<file path="src/rtl/uart_bus_ctrl.sv">
// uart_bus_ctrl: memory-mapped CPU front end for a byte UART.
// Three word registers: TXD (transmit byte), RXD (received byte) and
// CON (interrupt enables plus sticky status flags). The UART handshake
// lines are synchronised into this clock domain before use.
module uart_bus_ctrl #(
    parameter logic [31:0] BASE_ADDR = 32'h40000018
) (
    input  logic        sysclk,
    input  logic        reset,
    input  logic [31:0] addr,
    input  logic        mem_read,
    input  logic        mem_write,
    input  logic [31:0] write_data,
    output logic [31:0] read_data,
    output logic        irq,
    output logic [7:0]  tx_data,
    output logic        tx_enable,
    input  logic        tx_status,
    input  logic [7:0]  rx_data,
    input  logic        rx_status,
    output logic        rx_enable
);

    localparam logic [31:0] ADDR_TXD = BASE_ADDR;
    localparam logic [31:0] ADDR_RXD = BASE_ADDR + 32'd4;
    localparam logic [31:0] ADDR_CON = BASE_ADDR + 32'd8;

    typedef enum logic [1:0] {
        TX_IDLE,
        TX_START,
        TX_WAIT_BUSY,
        TX_WAIT_DONE
    } tx_state_t;

    tx_state_t   r_state;
    tx_state_t   w_state_next;

    logic        r_tx_meta;
    logic        r_tx_s;
    logic        r_rx_meta;
    logic        r_rx_s;
    logic        r_rx_s_d;

    logic [7:0]  r_tx_data;
    logic [7:0]  r_rx_buf;
    logic        r_rx_ready;
    logic        r_rx_overrun;
    logic        r_tx_done;
    logic        r_tx_overrun;
    logic        r_tx_int_en;
    logic        r_rx_int_en;

    logic        w_sel_txd;
    logic        w_sel_rxd;
    logic        w_sel_con;
    logic        w_wr_txd;
    logic        w_wr_con;
    logic        w_rd_rxd;
    logic        w_rd_con;
    logic        w_rx_rise;
    logic        w_tx_accept;
    logic        w_tx_refuse;
    logic        w_tx_done_set;
    logic        w_tx_enable;
    logic        w_tx_busy;
    logic        w_unused_wdata;

    // Only the low byte of write data is ever consumed.
    assign w_unused_wdata = ^write_data[31:8];

    assign w_sel_txd = (addr == ADDR_TXD);
    assign w_sel_rxd = (addr == ADDR_RXD);
    assign w_sel_con = (addr == ADDR_CON);
    assign w_wr_txd  = mem_write & w_sel_txd;
    assign w_wr_con  = mem_write & w_sel_con;
    assign w_rd_rxd  = mem_read & w_sel_rxd;
    assign w_rd_con  = mem_read & w_sel_con;

    // A new receive byte is signalled by the first cycle rx_s is seen high.
    assign w_rx_rise = r_rx_s & ~r_rx_s_d;
    assign w_tx_busy = (r_state != TX_IDLE);

    // Two-flop synchronisers; reset to the idle level (1) so that no
    // spurious edge is seen when reset is released.
    always_ff @(posedge sysclk) begin
        if (reset) begin
            r_tx_meta <= 1'b1;
            r_tx_s    <= 1'b1;
            r_rx_meta <= 1'b1;
            r_rx_s    <= 1'b1;
            r_rx_s_d  <= 1'b1;
        end else begin
            r_tx_meta <= tx_status;
            r_tx_s    <= r_tx_meta;
            r_rx_meta <= rx_status;
            r_rx_s    <= r_rx_meta;
            r_rx_s_d  <= r_rx_s;
        end
    end

    // Transmit FSM state register.
    always_ff @(posedge sysclk) begin
        if (reset) begin
            r_state <= TX_IDLE;
        end else begin
            r_state <= w_state_next;
        end
    end

    // Transmit FSM next state: accept a byte only when idle and the UART
    // reports idle, pulse the UART once, then follow its busy/idle cycle.
    always_comb begin
        w_state_next  = r_state;
        w_tx_accept   = 1'b0;
        w_tx_done_set = 1'b0;
        w_tx_enable   = 1'b0;
        case (r_state)
            TX_IDLE: begin
                if (w_wr_txd && r_tx_s) begin
                    w_tx_accept  = 1'b1;
                    w_state_next = TX_START;
                end
            end
            TX_START: begin
                w_tx_enable  = 1'b1;
                w_state_next = TX_WAIT_BUSY;
            end
            TX_WAIT_BUSY: begin
                if (!r_tx_s) begin
                    w_state_next = TX_WAIT_DONE;
                end
            end
            TX_WAIT_DONE: begin
                if (r_tx_s) begin
                    w_tx_done_set = 1'b1;
                    w_state_next  = TX_IDLE;
                end
            end
            default: begin
                w_state_next = TX_IDLE;
            end
        endcase
    end

    assign w_tx_refuse = w_wr_txd & ~w_tx_accept;

    // Data registers, sticky flags and interrupt enables. Set events take
    // priority over read-to-clear so no event is ever lost.
    always_ff @(posedge sysclk) begin
        if (reset) begin
            r_tx_data    <= 8'd0;
            r_rx_buf     <= 8'd0;
            r_rx_ready   <= 1'b0;
            r_rx_overrun <= 1'b0;
            r_tx_done    <= 1'b0;
            r_tx_overrun <= 1'b0;
            r_tx_int_en  <= 1'b0;
            r_rx_int_en  <= 1'b0;
        end else begin
            if (w_tx_accept) begin
                r_tx_data <= write_data[7:0];
            end
            if (w_rx_rise) begin
                r_rx_buf <= rx_data;
            end

            if (w_rx_rise) begin
                r_rx_ready <= 1'b1;
            end else if (w_rd_rxd) begin
                r_rx_ready <= 1'b0;
            end

            // A byte arriving on the same edge that the CPU drains RXD is
            // not an overrun: the previous byte was consumed.
            if (w_rx_rise && r_rx_ready && !w_rd_rxd) begin
                r_rx_overrun <= 1'b1;
            end else if (w_rd_con) begin
                r_rx_overrun <= 1'b0;
            end

            if (w_tx_done_set) begin
                r_tx_done <= 1'b1;
            end else if (w_rd_con) begin
                r_tx_done <= 1'b0;
            end

            if (w_tx_refuse) begin
                r_tx_overrun <= 1'b1;
            end else if (w_rd_con) begin
                r_tx_overrun <= 1'b0;
            end

            if (w_wr_con) begin
                r_tx_int_en <= write_data[0];
                r_rx_int_en <= write_data[1];
            end
        end
    end

    // CPU read mux; zero unless a mapped register is being read.
    always_comb begin
        read_data = 32'd0;
        if (mem_read) begin
            if (w_sel_txd) begin
                read_data = {24'd0, r_tx_data};
            end else if (w_sel_rxd) begin
                read_data = {24'd0, r_rx_buf};
            end else if (w_sel_con) begin
                read_data = {25'd0, r_tx_overrun, r_rx_overrun, w_tx_busy,
                             r_rx_ready, r_tx_done, r_rx_int_en, r_tx_int_en};
            end
        end
    end

    assign tx_data   = r_tx_data;
    assign tx_enable = w_tx_enable;
    assign irq       = (r_tx_int_en & r_tx_done) | (r_rx_int_en & r_rx_ready);
    assign rx_enable = ~reset;

endmodule

</file>
<file path="config.mk">
export PLATFORM = sky130hd
export DESIGN_NAME = uart_bus_ctrl
export DESIGN_NICKNAME = d
export VERILOG_FILES = /design/src/rtl/uart_bus_ctrl.sv
export SDC_FILE = /design/constraint.sdc
export NUM_CORES = 1
export LEC_CHECK = 0
export CAP_MARGIN = 10
export CELL_PAD_IN_SITES_DETAIL_PLACEMENT = 1
export CELL_PAD_IN_SITES_GLOBAL_PLACEMENT = 2
export CORE_MARGIN = 3
export CORE_UTILIZATION = 20
export CTS_CLUSTER_SIZE = 12
export DETAILED_ROUTE_END_ITERATION = 12
export GPL_TIMING_DRIVEN = 1
export PLACE_DENSITY = 0.92
export SLEW_MARGIN = 5
export SYNTH_ARGS = -nofsm -noshare
export SYNTH_HDL_FRONTEND = slang
export SYNTH_SLANG_ARGS = --single-unit
</file>
<file path="constraint.sdc">
create_clock -name sysclk -period 5.51 [get_ports sysclk]
set_input_delay 1.653 -clock sysclk [delete_from_list [all_inputs] [get_ports sysclk]]
set_output_delay 1.653 -clock sysclk [all_outputs]
set_load 0.01 [all_outputs]
</file>
==> out/summary.txt <==
Run status: finished, final reports clean
Syn Inst Count: 219
Clock H-tree levels: 2
Pwr Density: 170 mW/mm^2
Num ports: 121
Routed vias: 1,860
Clock Skews: 0.00735 ns
CP max-delay cell: clkdlybuf4s50_1
Detail Placement HPWL: 4.92 mm
Final hold viol count: 0
Crit path max fanout: 8
WL met2: 3.48 mm
Worst Setup Path Type: in -> out
Peak supply drop: 0.0811 mV
Dpl ws: -0.111 ns
Die area: 0.0102 mm^2
Clock Tree Buf Depth: 2
Leak: 1.06 nW
First-pass GRT wire length: 9.92 mm
Final slew viol count: 0
Setup slack after layout: 0.0710 ns
Clock Root Buffer: clkbuf_8
Largest net degree at the start of global routing: 27
Worst path cell trace: clkdlybuf4s50_1, nor4_4, and4_2, nand4_4, a211oi_4, clkdlybuf4s50_1
Post-route DRC: 0
Worst-skew pair later-pin latency: 0.28 ns
Ys Warns: 0
Die height: 101 um
CTS Buf Count: 5
# placed instances: 405
CP max stage delay: 0.58 ns
Tot Pwr: 0.493 mW
Ys flop type: dfxtp_1
FP Rows: 34
Vias in the first global route: 1,942
FMAX: 184 MHz
Sequential-to-total area share from yosys stat: 32.2%
Pre-antenna DRT Iters: 4
Final Instance Count excl. Fillers: 415
Cts hold-fix bufs: 0
Fillcell total: 1,041
Synthesized flop and latch total: 29
Most used cell, CP: clkdlybuf4s50_1
Antenna-violating nets left: 0
Post-synth EDFFs: 0
Maxcap violations: 0
DRT met1 WL: 2.45 mm
Final setup viols: 0
WP data arrival: 3.79 ns
Fin Setup TNS: 0 ns
Core ar.: 0.00876 mm^2
CTS tree: built
Worst Max-Slew Pin Slew: 0.492 ns
IO Port Bufs: 72
Worst setup EP type: primary output
Slew headroom: 66.9%
DR WL/cell: 15.2 um
Vias per inst: 4.48
Initial antenna violation count: 0
Setup crit start kind: primary input
Layout area overhead: 60.8%
# diodes: 0
Critical Path RT: 3.86 ns
FFs w/ async S/R, synth: 0%
Iter 0 DRT Violations: 86
Worst Hold Class: reg -> reg
Clock transition at path regs: 0.07 ns
Share of cells above drive strength 1: 20.8%
Shortest period the worst path allows: 5.44 ns
Distinct cells, synth: 40
GRT Util Overall: 12.1%
Final #Nets: 388
Fin crit share: 98.7%
Top Layer Used: met4
Die width: 101 um
Initial Util: 20.6%
Final Routed Wirelength: 6.32 mm
# clock sinks: 29
Met3 WL: 303 um
Grt ovf: 0
Syn Std Cell Area: 0.00181 mm^2
Avg Inst Size Synth: 8.24 um^2
Placer congestion estimate: 0.795
[final cells by class]
| type | count | area (um^2) | share of cell area [%] |
|---|---|---|---|
| Clock buffer | 7 | 96.3 | 3.32 |
| Clock inverter | 1 | 5.00 | 0.172 |
| Inverter | 4 | 15.0 | 0.517 |
| Multi-Input combinational cell | 172 | 1180 | 40.7 |
| Sequential cell | 29 | 581 | 20.0 |
| Tap cell | 108 | 135 | 4.65 |
| Timing Repair Buffer | 94 | 891 | 30.7 |
[per-layer routing]
| layer | GRT usage [%] | vias to the layer above |
|---|---|---|
| met4 | 2.35 | 0 |
| met3 | 2.49 | 8 |
| met5 | 0 | - |
| li1 | - | 918 |
| met2 | 22.9 | 55 |
| met1 | 14.0 | 879 |
[placed cells by master (no fill, tap or decap), types with 2 or more instances in the layout]
cell type and count:
clkdlybuf4s50_1 70, nand2_1 33, dfxtp_1 29, conb_1 24, buf_4 22, a21oi_1 15
o21ai_0 10, o31ai_1 10, nand4_1 9, clkbuf_8 7, a211oi_2 5, or2_2 5
inv_1 4, nor4_2 4, nor3_2 4, nor3_1 4, mux2i_1 4, ha_1 4
nand4_4 3, nor2b_1 3, nor2_1 3, o311ai_0 3, nor4b_2 2, nor4_4 2
and2_1 2, nor3b_2 2, nand2b_1 2, o22ai_1 2, nand3_1 2, dlymetal6s2s_1 2
[critical path, delay by kind of cell]
kind / cells / cell delay, ns
compound gates: 1 / 0.27
buf+inv: 2 / 1.05
simple gates: 3 / 0.82
[cell usage after synthesis (2+ instances only)]
library cell,number,area share (%)
nand2b_1,2,0.69
o21ai_0,11,3.0
nand4_2,4,2.8
dfxtp_1,29,32
mux2i_1,4,2.2
nor3_1,9,2.5
o31ai_1,10,4.2
or2_2,5,1.7
nor4b_2,2,1.7
nor2_1,3,0.62
nand4_1,9,3.1
nor4_1,2,0.69
nand2_1,33,6.9
and4_1,2,0.97
buf_4,25,10
a21oi_1,15,4.2
a211oi_1,6,2.5
nor4_2,3,2.1
nor2b_1,3,1.0
o311ai_0,3,1.5
clkbuf_1,8,1.7
inv_1,4,0.83
nand3_1,2,0.55
nor3b_1,3,1.2
and2_1,2,0.69
o22ai_1,2,0.69
buf_2,2,0.55
ha_1,4,2.8
[final timing paths]
kind / endpoint / startpoint / slack, ns / cells past startpoint
worst min register to register: r_tx_s / r_tx_meta / 0.41 / 1
worst min-delay path: r_tx_s / r_tx_meta / 0.41 / 1
worst max-delay path: read_data[0] / addr[17] / 0.07 / 6
worst max register to register: tx_data[0] / r_state[0] / 3.59 / 5
[what timing repair did]
action	4_1_cts	5_1_grt
setup endpoints to repair	8	8
setup buffers	0	2
pin swaps	0	2
resized for setup	9	16
[where the power goes]
part | internal [mW] | switching (mW)
logic | 0.0451 | 0.0348
registers | 0.213 | 0.00173
clock network | 0.113 | 0.0855
total | 0.371 | 0.122
[stage by stage]
step	hold slack, ns	instance area (um^2)	util [%]
5_1_grt	0.431	2900	33.1
3_5_place_dp	0.406	2660	30.3
4_1_cts	0.414	2800	32.0
2_1_floorplan	0.389	1890	-
3_3_place_gp	0.396	2660	30.3
6_report	0.410	2900	33.1
[logic make-up (layout without fill, tap and decap cells)]
logic type,after synthesis,after routing,synth area share [%]
AOI/OAI and AO/OA,50,50,17.3
DFF,29,29,32.2
other,1,24,0.208
and+or+nand+nor,89,89,30.5
buffers and inverters,41,106,14.3
muxes,5,5,2.84
adders and majority gates,4,4,2.77
Power figures use the tool's default switching activity.
